$ cat src/rtl/t2mi_frame_scheduler.sv
// T2-MI packet sequencer: orders timestamp, L1-current and BB-frame packets per T2 frame
// and tracks the frame, superframe and block indices carried in the packet headers.
module t2mi_frame_scheduler #(
    parameter int SF_IDX_W          = 4,
    parameter bit TS_ENABLE_DEFAULT = 1'b1
) (
    input  logic                CLK,
    input  logic                RST,
    input  logic                START,
    input  logic [7:0]          num_t2_frames,
    input  logic [9:0]          plp_num_blocks,
    input  logic [1:0]          timestamp_type,
    input  logic                CMD_READY,
    input  logic                PKT_DONE,
    output logic                CMD_VALID,
    output logic [1:0]          CMD_TYPE,
    output logic [7:0]          FRAME_IDX,
    output logic [SF_IDX_W-1:0] SUPERFRAME_IDX,
    output logic [9:0]          BLOCK_IDX,
    output logic                FIRST_OF_FRAME,
    output logic                ERR_CFG
);

    typedef enum logic [1:0] {IDLE, LOAD, ISSUE, WAIT_DONE} state_t;

    localparam logic [1:0] TYPE_BB = 2'd0;
    localparam logic [1:0] TYPE_L1 = 2'd1;
    localparam logic [1:0] TYPE_TS = 2'd2;

    state_t     state;
    logic [7:0] shadow_frames;
    logic [9:0] shadow_blocks;
    logic [1:0] shadow_ts_type;
    logic       last_block;
    logic       last_frame;

    // Reserved type 3 is handled like null: no timestamp packet.
    function automatic logic ts_enabled(input logic [1:0] tt);
        return TS_ENABLE_DEFAULT && (tt == 2'd1 || tt == 2'd2);
    endfunction

    function automatic logic [1:0] frame_opener(input logic [1:0] tt);
        return ts_enabled(tt) ? TYPE_TS : TYPE_L1;
    endfunction

    assign last_block = (BLOCK_IDX == shadow_blocks - 10'd1);
    assign last_frame = (FRAME_IDX == shadow_frames - 8'd1);

    always_ff @(posedge CLK or negedge RST) begin
        if (!RST) begin
            state          <= IDLE;
            shadow_frames  <= '0;
            shadow_blocks  <= '0;
            shadow_ts_type <= '0;
            CMD_VALID      <= 1'b0;
            CMD_TYPE       <= TYPE_BB;
            FRAME_IDX      <= '0;
            SUPERFRAME_IDX <= '0;
            BLOCK_IDX      <= '0;
            FIRST_OF_FRAME <= 1'b0;
            ERR_CFG        <= 1'b0;
        end else if (!START) begin
            // Loss of sync drops any pending command; the superframe index survives resync.
            state          <= IDLE;
            CMD_VALID      <= 1'b0;
            CMD_TYPE       <= TYPE_BB;
            FRAME_IDX      <= '0;
            BLOCK_IDX      <= '0;
            FIRST_OF_FRAME <= 1'b0;
            ERR_CFG        <= 1'b0;
        end else begin
            case (state)
                IDLE: begin
                    state <= LOAD;
                end
                LOAD: begin
                    shadow_frames  <= num_t2_frames;
                    shadow_blocks  <= plp_num_blocks;
                    shadow_ts_type <= timestamp_type;
                    if (num_t2_frames == 8'd0 || plp_num_blocks == 10'd0) begin
                        ERR_CFG <= 1'b1;
                    end else begin
                        ERR_CFG        <= 1'b0;
                        FRAME_IDX      <= '0;
                        BLOCK_IDX      <= '0;
                        CMD_TYPE       <= frame_opener(timestamp_type);
                        FIRST_OF_FRAME <= 1'b1;
                        CMD_VALID      <= 1'b1;
                        state          <= ISSUE;
                    end
                end
                ISSUE: begin
                    if (CMD_READY) begin
                        CMD_VALID      <= 1'b0;
                        FIRST_OF_FRAME <= 1'b0;
                        state          <= WAIT_DONE;
                    end
                end
                WAIT_DONE: begin
                    if (PKT_DONE) begin
                        case (CMD_TYPE)
                            TYPE_TS: begin
                                CMD_TYPE  <= TYPE_L1;
                                CMD_VALID <= 1'b1;
                                state     <= ISSUE;
                            end
                            TYPE_L1: begin
                                CMD_TYPE  <= TYPE_BB;
                                BLOCK_IDX <= '0;
                                CMD_VALID <= 1'b1;
                                state     <= ISSUE;
                            end
                            default: begin
                                if (!last_block) begin
                                    BLOCK_IDX <= BLOCK_IDX + 10'd1;
                                    CMD_VALID <= 1'b1;
                                    state     <= ISSUE;
                                end else if (last_frame) begin
                                    // Superframe boundary: reload config before the next command.
                                    BLOCK_IDX      <= '0;
                                    FRAME_IDX      <= '0;
                                    SUPERFRAME_IDX <= SUPERFRAME_IDX + SF_IDX_W'(1);
                                    state          <= LOAD;
                                end else begin
                                    BLOCK_IDX      <= '0;
                                    FRAME_IDX      <= FRAME_IDX + 8'd1;
                                    CMD_TYPE       <= frame_opener(shadow_ts_type);
                                    FIRST_OF_FRAME <= 1'b1;
                                    CMD_VALID      <= 1'b1;
                                    state          <= ISSUE;
                                end
                            end
                        endcase
                    end
                end
                default: begin
                    state <= IDLE;
                end
            endcase
        end
    end

endmodule

$ cat config.mk
export PLATFORM = sky130hd
export DESIGN_NAME = t2mi_frame_scheduler
export DESIGN_NICKNAME = d
export VERILOG_FILES = /design/src/rtl/t2mi_frame_scheduler.sv
export SDC_FILE = /design/constraint.sdc
export NUM_CORES = 1
export LEC_CHECK = 0
export BUFFER_PORTS_ARGS = -buffer_cell sky130_fd_sc_hd__buf_2
export CAP_MARGIN = 20
export CORE_ASPECT_RATIO = 0.9
export CORE_MARGIN = 2
export CORE_UTILIZATION = 50
export CTS_CLUSTER_SIZE = 20
export DETAILED_ROUTE_END_ITERATION = 10
export PLACE_DENSITY = 0.77
export SLEW_MARGIN = 5
export SYNTH_ARGS = -nofsm -noshare
export SYNTH_HDL_FRONTEND = slang
export SYNTH_SLANG_ARGS = --single-unit
$ cat constraint.sdc
create_clock -name CLK -period 3 [get_ports CLK]
set_input_delay 0.6 -clock CLK [delete_from_list [all_inputs] [get_ports CLK]]
set_output_delay 0.6 -clock CLK [all_outputs]
set_load 0.01 [all_outputs]
* Word-level counts from Yosys, hierarchy flattened *
Index checks and enable logic that the tools add are counted.

word-level totals
  bits in registers = 49
  bits of input ports = 25
  output and inout port bits = 27
  word-level logic and storage cells = 102

cells by class
  add/subtract/negate cells = 5
  equality and inequality tests = 24
  multiplexer cells = 46
  bitwise gates (word level) = 1
  reductions and logical operators = 15

operator list
  operator                                                               count
  8-bit two-way mux                                                      6
  10-bit two-way mux                                                     4
  10-bit one-hot mux with 2 select lines                                 2
  2-bit two-way mux                                                      14
  3-bit != test, second input constant                                   7
  8-bit one-hot mux with 2 select lines                                  1
  5-bit != test, second input constant                                   3
  5-bit AND reduction                                                    3
  1-bit two-way mux                                                      14
  10-bit by 1-bit adder with 10-bit output, second input constant        1
  10-bit equality test                                                   1
  2-bit equality test, second input constant                             5
  10-bit logical NOT                                                     1
  10-bit by 1-bit subtractor with 10-bit output, second input constant   1
  8-bit by 1-bit adder with 8-bit output, second input constant          1
  2-bit by 1-bit equality test with 1-bit output, second input constant  4
  8-bit equality test                                                    1
  8-bit logical NOT                                                      1
  2-bit one-hot mux with 2 select lines                                  2
  2-bit one-hot mux with 4 select lines                                  1
  8-bit by 1-bit subtractor with 8-bit output, second input constant     1
  7-bit AND reduction                                                    1
  1-bit one-hot mux with 3 select lines                                  2
  6-bit AND reduction                                                    1
  11 further kinds                                                       13

* Depth between registers and ports, before layout *
Gate-level depths: netlist of run 1.

  word-level depth = 9
  gate-level depth with buffers = 11
  depth with buffers taken out = 9

* Worst setup path before layout of run 1 *
Ideal clock, no wire load.

  kind = reg2reg
  start = register shadow_blocks[0]
  end = register FRAME_IDX[3]
  setup time = 129 ps
  arrival time = 2292 ps
  required time = 2871 ps
  setup slack = 579 ps
  cell stages (with the launch flop) = 12
  path buffers = 2
  clock period less this slack = 2421 ps
  path through = dfrtp_1 > inv_1 > ha_1 > nor2b_1 > or3_1 > a31o_1 > a31oi_4 > and4_1 > buf_6 > buf_12 > o21a_1 > o221ai_2

between the ends
  cells in the longest elaborated chain, start to end = 4

ends and longest elaborated chain
  what                                           RTL line  text
  from (decl)                                    32        logic [9:0] shadow_blocks;
  from (signal assigned)                         78        shadow_blocks <= plp_num_blocks;
  10-bit by 1-bit subtractor with 10-bit output  46        assign last_block = (BLOCK_IDX == shadow_blocks - 10'd1);
  10-bit equality test                           46
  3-bit != test (no source line)                 n/a
  5-bit AND reduction (no source line)           n/a
  to (signal assigned)                           126       FRAME_IDX <= FRAME_IDX + 8'd1;
  to (decl)                                      17        output logic [7:0] FRAME_IDX,

No other way between the ends.
A chain may end at the register's enable or synchronous reset.

* Worst setup path in the final report of run 1 *
  start = register shadow_blocks[0]
  end = register state[1]

between the ends
  cells in the longest elaborated chain, start to end = 7

ends and longest elaborated chain
  what                                           RTL line  text
  10-bit by 1-bit subtractor with 10-bit output  46
  10-bit equality test                           46
  2-bit two-way mux                              114       if (!last_block) begin
  2-bit two-way mux                              101       case (CMD_TYPE)
  2-bit two-way mux                              100       if (PKT_DONE) begin
  2-bit one-hot mux with 4 select lines          72        case (state)
  2-bit two-way mux                              62        end else if (!START) begin
  to (signal assigned)                           64        state <= IDLE;
  to (signal assigned)                           74        state <= LOAD;
  to (signal assigned)                           105       state <= ISSUE;
  to (decl)                                      30        state_t state;

No other way between the ends. The select of a mux whose other input is x is not followed.

==> results of run 1 <==
-- routing by layer --
layer / global-route usage, % / vias to the layer above
met5: 0 / -
met2: 34.15 / 50
li1: - / 1304
met4: 6.866 / 0
met1: 30.24 / 1321
met3: 3.557 / 13
-- power breakdown --
group          internal (mW)  leakage [nW]  switching, mW  total [mW]
combinational          0.579          1.01          0.579        1.16
sequential             0.834         0.635          0.260        1.09
clock                  0.272        0.0585          0.230       0.503
-- state kept, by name, indices dropped and copies added (netlist names) --
name / cells
FRAME_IDX: 8
ERR_CFG: 1
state: 2
BLOCK_IDX: 10
FIRST_OF_FRAME: 1
shadow_blocks: 10
CMD_TYPE: 2
CMD_VALID: 1
shadow_frames: 8
SUPERFRAME_IDX: 4
shadow_ts_type: 2
-- cells in the final DEF (no fill, tap or decap), types with 3 or more instances in the layout --
cell type	instances
sky130_fd_sc_hd__nand2b_1	9
sky130_fd_sc_hd__a21o_1	3
sky130_fd_sc_hd__nor4_1	6
sky130_fd_sc_hd__a31oi_1	12
sky130_fd_sc_hd__o221ai_2	6
sky130_fd_sc_hd__nor2_1	16
sky130_fd_sc_hd__a21oi_1	11
sky130_fd_sc_hd__clkbuf_8	6
sky130_fd_sc_hd__and3_1	10
sky130_fd_sc_hd__buf_4	4
sky130_fd_sc_hd__nand3_1	13
sky130_fd_sc_hd__nand3b_1	5
sky130_fd_sc_hd__or3_1	3
sky130_fd_sc_hd__buf_2	51
sky130_fd_sc_hd__o21ai_0	7
sky130_fd_sc_hd__nor3b_1	4
sky130_fd_sc_hd__nor3_1	7
sky130_fd_sc_hd__o21a_1	4
sky130_fd_sc_hd__ha_1	11
sky130_fd_sc_hd__nand4_1	3
sky130_fd_sc_hd__dfrtp_1	49
sky130_fd_sc_hd__nor2b_1	6
sky130_fd_sc_hd__nand2_1	37
sky130_fd_sc_hd__xor2_1	3
sky130_fd_sc_hd__inv_1	9
sky130_fd_sc_hd__mux2_2	22
sky130_fd_sc_hd__mux2i_1	3
sky130_fd_sc_hd__xnor2_1	19
-- layout make-up --
cell class	count	area [sq um]	area share, %
clock buffer	7	86.33	2.319
clock inverter	1	30.03	0.8067
timing repair buffer	55	285.3	7.664
inverter	9	33.78	0.9076
multi-input combinational	260	1948	52.34
tap	90	112.6	3.025
sequential	49	1226	32.94
-- critical path: stages (launching register included) --
cell and delay (ps):
sky130_fd_sc_hd__dfrtp_1 460, sky130_fd_sc_hd__inv_1 90, sky130_fd_sc_hd__ha_1 280, sky130_fd_sc_hd__nor2b_1 160
sky130_fd_sc_hd__or3_1 350, sky130_fd_sc_hd__a31o_1 240, sky130_fd_sc_hd__a31oi_4 180, sky130_fd_sc_hd__and4_1 210
sky130_fd_sc_hd__buf_4 240, sky130_fd_sc_hd__a21boi_0 130, sky130_fd_sc_hd__o221a_2 250
-- per-stage QoR --
step	utilization, %	instance area [sq um]
floorplan	-	3289
global placement	55.64	3606
detailed placement	55.64	3606
CTS	57.43	3722
global route	57.43	3722
finish	57.43	3722
-- logic make-up after synthesis --
logic type | after synthesis
mux | 26
xor+xnor | 23
simple gates | 137
compound gates | 63
fa+ha+maj | 11
flops | 49
buf+inv | 22
-- worst max-delay path by stage --
stage	depth (start not counted)	slack (ps)	startpoint	end
after global routing	7	190	state[1]$_DFFE_PN0P_	BLOCK_IDX[8]$_DFFE_PN0P_
after global placement	10	410	shadow_blocks[0]$_DFFE_PN0P_	SUPERFRAME_IDX[1]$_DFFE_PN0P_
final	10	300	shadow_blocks[0]$_DFFE_PN0P_	state[1]$_DFFE_PN0P_
after CTS	10	320	shadow_blocks[0]$_DFFE_PN0P_	SUPERFRAME_IDX[1]$_DFFE_PN0P_
after floorplan	11	580	shadow_blocks[0]$_DFFE_PN0P_	FRAME_IDX[3]$_DFFE_PN0P_
after detailed placement	10	340	shadow_blocks[0]$_DFFE_PN0P_	state[1]$_DFFE_PN0P_
==> results.md, run 1 <==
- The H-tree was split into 2 levels.
- In this run the static leakage power is around 1.7 nW.
- Based on the critical path, the design can be clocked at up to about 370 MHz.
- The maximum count of clock buffers along a single path is 2.
- Dividing the detail-routed wire length by the instance count gives around 16 microns.
- The highest routing layer actually used is met4.
- Wire segments on met2 add up to 3.512 mm in the final route.
- The worst clock skew is between 4 and 5 ps.
- The post-detailed-route DRC marker count is 0.
- The largest total area in the synthesized netlist belongs to sky130_fd_sc_hd__dfrtp_1.
- The destination of the worst register-to-register timing path is state[1]$_DFFE_PN0P_.
- The net count after synthesis is 367.
- Once layout is complete, the cells apart from fillers number ~470.
- In the detailed route, the total length drawn on met3 is about 240 microns.
- The setup path with the least slack is of type flip-flop to flip-flop.
- The top cell type's share of synthesized area is between 30 and 40%.
- The register bit total from synthesis is just under 50.
- The number of detailed-routing iterations run before antenna repair is 4.
- The final total negative setup slack is 0 ps.
- The beginning of the worst register-to-register path is shadow_blocks[0]$_DFFE_PN0P_.
- The detail-routed via count per cell is approximately 5.7.
- The wire-length estimate of the detail-placed layout is between 5 and 6 mm.
- Counting the fill cells in the layout gives 570.
- STA classifies the critical path endpoint as a flip-flop.
- For this run, the total global-route usage over all layers was measured as 21.60%.
- Relative to the synthesized area, the layout overhead comes to 13.16%.
- The average instance in the mapped netlist occupies a little under 10 sq um.
- The number of buffers inserted by port buffering is between 50 and 60.
- Ranked by instance count, the synthesized netlist is headed by 49 x sky130_fd_sc_hd__dfrtp_1, 37 x sky130_fd_sc_hd__nand2_1, 22 x sky130_fd_sc_hd__mux2_2, 19 x sky130_fd_sc_hd__xnor2_1, 16 x sky130_fd_sc_hd__nor2_1.
- The clock buffer count from CTS is 5.
- Entering global routing, the biggest net connects 26 pins.
- The first global-routing pass estimated approximately 12 mm of wire.
- VDD sags by at most 0.5054 mV.
- After synthesis the cells add up to approximately 3300 sq um.
- The power after layout is approximately 2.8 mW.
- The time the worst path needs with I/O delays and setup is around 2700 ps.
- The detailed-route wire length on metal 1 is between 3 and 4 mm.
- The congestion estimate from routability-driven global placement came to 0.8149.
- In the synthesized netlist, mux cells make up under 10% of the area.
- The number of cells traversed by the worst register-to-register path is 10.
- The number of hold violations in the final report was 0.
- Timing analysis after detailed placement gives a worst setup slack of approximately 340 ps.
- The CTS root buffer is sky130_fd_sc_hd__clkbuf_8.
- The main combinational cell family by area after synthesis is simple AND/OR/NAND/NOR gates.
- The detailed-route via count is ~2700.
- The post-synthesis cell type count is 64.
- Buffers added to address setup during post-CTS repair amount to 0.
- The primary flip-flop cell chosen by synthesis mapping is sky130_fd_sc_hd__dfrtp_1.
- Summing the areas of all compound-gate instances in the mapped netlist gives between 15 and 20% of the synthesized area.
- For this run, the post-layout net count is 416.
- Of all flip-flops after synthesis, the portion carrying an async set or reset was between 90% and 100%.
- The detailed router finished its first iteration with about 120 violations.
- Sequential cells were found to cover between 30% and 40% of the synthesized design area.
- The number of sinks driven by the clock tree is 49.
- The floorplan step defined a die boundary enclosing 7244 sq um.
- Headroom to the max-slew limit came out at 48.20%.
- Post-CTS repair changed the size of 0 cells.
- The worst hold slack is roughly 280 ps.
- The number of diodes is 0.
- The critical-path maximum fanout is 17.
- The count of synthesis-stage warnings from yosys is 0.
- The initial core utilization is about half.
- The worst setup path is launched from a flip-flop.
- The die is slightly below 90 microns wide.
- The total count of max-transition violations in the final report is 0.
- Setup violations remaining at the end of the flow were counted as 0.
- Of the total synthesized cell area, the portion taken by full adders, half adders and majority gates is 4.184%.
- At the pin with the least slew margin, the transition time is 774.6 ps.
- The synthesized netlist devotes around a quarter of its cell area to simple gates.
- The run finished with clean final reports.
- In the finished design, the share of the clock period the worst path needs comes to about 90%.
- After clock tree synthesis, the clock-pin slew on the worst setup and hold paths is 90 ps.
- The clock latency of the later-clocked register in the worst-skew pair is roughly 300 ps.
- The number of violations of the max-capacitance limit is 0.
- After detailed routing, the total wire length is roughly 7.4 mm.
- In this run the count of I/O pins placed on the die edge is between 50 and 60.
- The number of synthesized flops with an enable pin is 0.
- The setup slack of the critical path after layout is 298.9 ps.
- The most numerous cell in the Yosys netlist is sky130_fd_sc_hd__dfrtp_1.
- In the final layout, the share of cells above drive strength 1 is 28.61%.
- The setup check on the worst reg-to-reg path leaves a slack of between 200 and 300 ps.
- Measured along the y axis, the die boundary spans 80.95 microns.
- The placed cell count is between 400 and 500.
- The worst path arrival time is a little under 3000 ps.
- In this run the power density over the cells is 740.0 nW/um^2.
- Setup repair after global routing left no endpoint under its margin.
- The number of antenna-violating nets in the routed design is 0.
- After clock tree synthesis, the flow added hold-fix buffers numbering 0.
- The overall overflow remaining after global route is 0.
- The worst hold path belongs to the class input port to asynchronous set/reset pin.
- The number of global-route vias before repair was roughly 2700.
- The area inside the core boundary is 6481 sq um.
- In the synthesized netlist, the number of instances is approximately 330.
- For the worst setup path, the data required time is around 3200 ps.
- Sorting the synthesized cells by area gives the leading types as sky130_fd_sc_hd__dfrtp_1 37%, sky130_fd_sc_hd__mux2_2 7.5%, sky130_fd_sc_hd__xnor2_1 5.1%, sky130_fd_sc_hd__nand2_1 4.2%, sky130_fd_sc_hd__ha_1 4.2%.
- TritonCTS built the clock tree.
- The initial antenna violation count is 0.
- The synthesized netlist devotes approximately 6.4% of its cell area to XOR and XNOR gates.
- In this run the core area contains 28 standard-cell rows.
Power figures use the tool's default switching activity.
==> run 2, diff against run 1 <==
--- a/config.mk
+++ b/config.mk
@@ -12,6 +12,7 @@
 export CORE_UTILIZATION = 50
 export CTS_CLUSTER_SIZE = 20
 export DETAILED_ROUTE_END_ITERATION = 10
+export MAX_ROUTING_LAYER = met4
 export PLACE_DENSITY = 0.77
 export SLEW_MARGIN = 5
 export SYNTH_ARGS = -nofsm -noshare
==> results.md, run 2 (synthesis results as in run 1) <==
- The initial DRC count came to 122 (+5.2%).
- The type of the tightest min-delay check is input port to asynchronous set/reset pin.
- The number of detailed-routing iterations run before antenna repair came to 4 (unchanged).
- The critical-path maximum fanout is 17 (unchanged).
- The worst path arrival time is 2900 ps (about the same).
- The clock latency of the later-clocked register in the worst-skew pair is 300 ps (about the same).
- The post-detailed-route DRC marker count is 0 (unchanged).
- The number of sinks driven by the clock tree is 49 (unchanged).
- The die span in x was 89.50 microns (unchanged).
- The overall overflow remaining after global route is 0 (unchanged).
- In this run the critical register-to-register path is launched from shadow_blocks[0]$_DFFE_PN0P_.
- The relative max-transition margin is 48.60% (+0.40 points).
- The run finished with clean final reports.
- The total count of max-transition violations in the final report was 0 (unchanged).
- The clock buffer count from CTS is 5 (unchanged).
- The number of H-tree levels is 2 (unchanged).
- The global-route usage over all layers is 22.22% (+0.62 points).
- The maximum clock frequency is 370.3 MHz (about the same).
- The placer's final routability congestion estimate is 0.8271 (+1.5%).
- The leakage power figure is 1.699 nW (unchanged).
- The number of buffers added for setup after CTS was 0 (unchanged).
- The launching element type of the critical path is a flip-flop.
- The setup slack of the critical path after layout is 299.3 ps (+0.4670 ps).
- The total number of placement rows came to 28 (unchanged).
- The summed area of non-filler cells in the final layout came to 3722 sq um (unchanged).
- The critical path goes through inv_1, ha_1, nor2b_1, or3_1, a31o_1, a31oi_4, and4_1, buf_4, a21boi_0, o221a_2.
- The portion of total power attributed to sequential cells came to 39.7% (about the same).
- The count of cells resized by post-cts repair came to 0 (unchanged).
- The placed cell count is 463 (unchanged).
- The detailed-placement wirelength estimate is 5.405 mm (unchanged).
- The number of buffers inserted by port buffering is 51 (unchanged).
- The number of violations of the max-capacitance limit came to 0 (unchanged).
- The number of antenna-violating nets in the routed design came to 0 (unchanged).
- The buffer and inverter count on the worst path is 2 (unchanged).
- The total I/O pin count is 52 (unchanged).
- The CTS root buffer is sky130_fd_sc_hd__clkbuf_8.
- The maximum count of clock buffers along a single path is 2 (unchanged).
- The number of hold violations in the final report is 0 (unchanged).
- The most common cell after layout, fill and taps aside is sky130_fd_sc_hd__buf_2.
- The clock tree from TritonCTS is yes.
- The wire length of the first global-routing pass is 12.36 mm (about the same).
- The detailed-route via count is 2691 (+0.11%).
- The kind of capture point of the worst setup path is a flip-flop.
- The number of global-route vias before repair is 2661 (-0.11%).
- Setup repair after global routing left no endpoint under its margin.
- The switching share of total power was 38.78% (-0.065 points).
- Among all stages on the critical path, the largest delay is contributed by sky130_fd_sc_hd__dfrtp_1.
- The ratio of total power to cell area is 739.2 nW/um^2 (-0.11%).
- The total number of nets in the final design came to 416 (unchanged).
- The worst clock skew is 2.555 ps (-1.895 ps).
- The type of the worst setup path is flip-flop to flip-flop.
- The largest voltage drop on the vdd net came to 0.5053 mV (about the same).
- The final-layout fill cell count is 570 (unchanged).
- The gate family responsible for the most delay along the worst path is compound AO/OA/AOI/OAI gates.
- The time the worst path needs with I/O delays and setup was 2701 ps (-0.4670 ps).
- The wire length after detailed routing was 7.363 mm (-0.31%).
- The die extent in y is 80.95 microns (unchanged).
- The detail-routed via count per cell is 5.713 (+0.11%).
- The maximum single-stage delay on the critical path came to 460 ps (about the same).
- The power after layout is 2.751 mW (-0.11%).
- The portion of the clock cycle consumed by the worst path in the final layout was 90.02% (about the same).
- The initial antenna violation count is 0 (unchanged).
- The slew of the pin with the lowest slew margin came to 768.6 ps (-6.027 ps).
- The largest registers in the layout are BLOCK_IDX x10, shadow_blocks x10.
- The number of buffers inserted by hold repair at cts is 0 (unchanged).
- The final total negative setup slack came to 0 ps (unchanged).
- The reported net switching power was 1.067 mW (-0.28%).
- The number of diodes came to 0 (unchanged).
- The clock transition time at the flip-flop clock pins of the worst setup and hold paths is 90 ps (about the same).
- The number of standard cells in the layout, taps in and fillers out is 471 (unchanged).
- The clock share of power came to 18.2% (about the same).
- The area inside the core boundary is 6481 sq um (unchanged).
- The combinational share of power is 42.1% (about the same).
- The placed standard-cell area was 3606 sq um (unchanged).
- The setup slack after placement came to 337.5 ps (unchanged).
- The share of layout cells above drive strength 1 is 28.61% (unchanged).
- The largest net degree at the start of global routing is 26 (unchanged).
- The area of the die is 7244 sq um (unchanged).
- The detail-routed net length per standard cell is 15.63 microns (-0.31%).
- The initial core utilization is 50.75% (unchanged).
- The synthesis-to-layout area growth came to 13.16% (unchanged).
- The launching element of the worst setup path is shadow_blocks[0]$_DFFE_PN0P_.
- The number of setup violations in the final report is 0 (unchanged).
- The data required time at the worst endpoint is 3200 ps (about the same).
- Leaving out fill and tap cells, the most frequent cells in the layout are 51 x sky130_fd_sc_hd__buf_2, 49 x sky130_fd_sc_hd__dfrtp_1, 37 x sky130_fd_sc_hd__nand2_1.
- The cell internal power dissipation was 1.684 mW (about the same).
## run 2: cell counts in the layout (fill, tap and decap cells not counted)
Identical to the previous run, type by type.
## run 2: stage by stage
stage / hold WS [ps] / utilization, %
6_report: 280.8 / 57.43
5_1_grt: 306.4 / 57.43
4_1_cts: 295.6 / 57.43
3_5_place_dp: 459.1 / 55.64
3_3_place_gp: 457.4 / 55.64
2_1_floorplan: 304.4 / -
## run 2: layout make-up
class	count	area (sq um)	area share, %
flip-flops and latches	49	1226	32.94
clock inverters	1	30.03	0.8067
inverters	9	33.78	0.9076
well taps	90	112.6	3.025
multi-input cells	260	1948	52.34
repair buffers	55	285.3	7.664
clock buffers	7	86.33	2.319
## run 2: power by group through the flow
stage / sequential, mW / clock, mW / combinational [mW]
after global placement: 1.09 / 0 / 1.10
after floorplan: 1.04 / 0 / 0.926
after global routing: 1.12 / 0.537 / 1.29
after CTS: 1.09 / 0.512 / 1.16
final: 1.09 / 0.501 / 1.16
after detailed placement: 1.10 / 0 / 1.15
## run 2: routing by layer
layer,part of all wire (%),wire length [microns],GRT usage [%]
met1,48,3524,30.43
met2,48,3507,34.15
met3,3.1,226,3.252
met4,1.4,105,6.866
met5,0,0,-
## run 2: path summary, 6_finish.rpt
check	end	slack (ps)	cells past startpoint
max	state[1]$_DFFE_PN0P_	300	10
min	BLOCK_IDX[3]$_DFFE_PN0P_	280	2
max in group asynchronous	FRAME_IDX[2]$_DFFE_PN0P_	2470	2
min reg2reg	SUPERFRAME_IDX[3]$_DFFE_PN0P_	470	1
min in group CLK	SUPERFRAME_IDX[3]$_DFFE_PN0P_	470	1
max reg2reg	state[1]$_DFFE_PN0P_	300	10
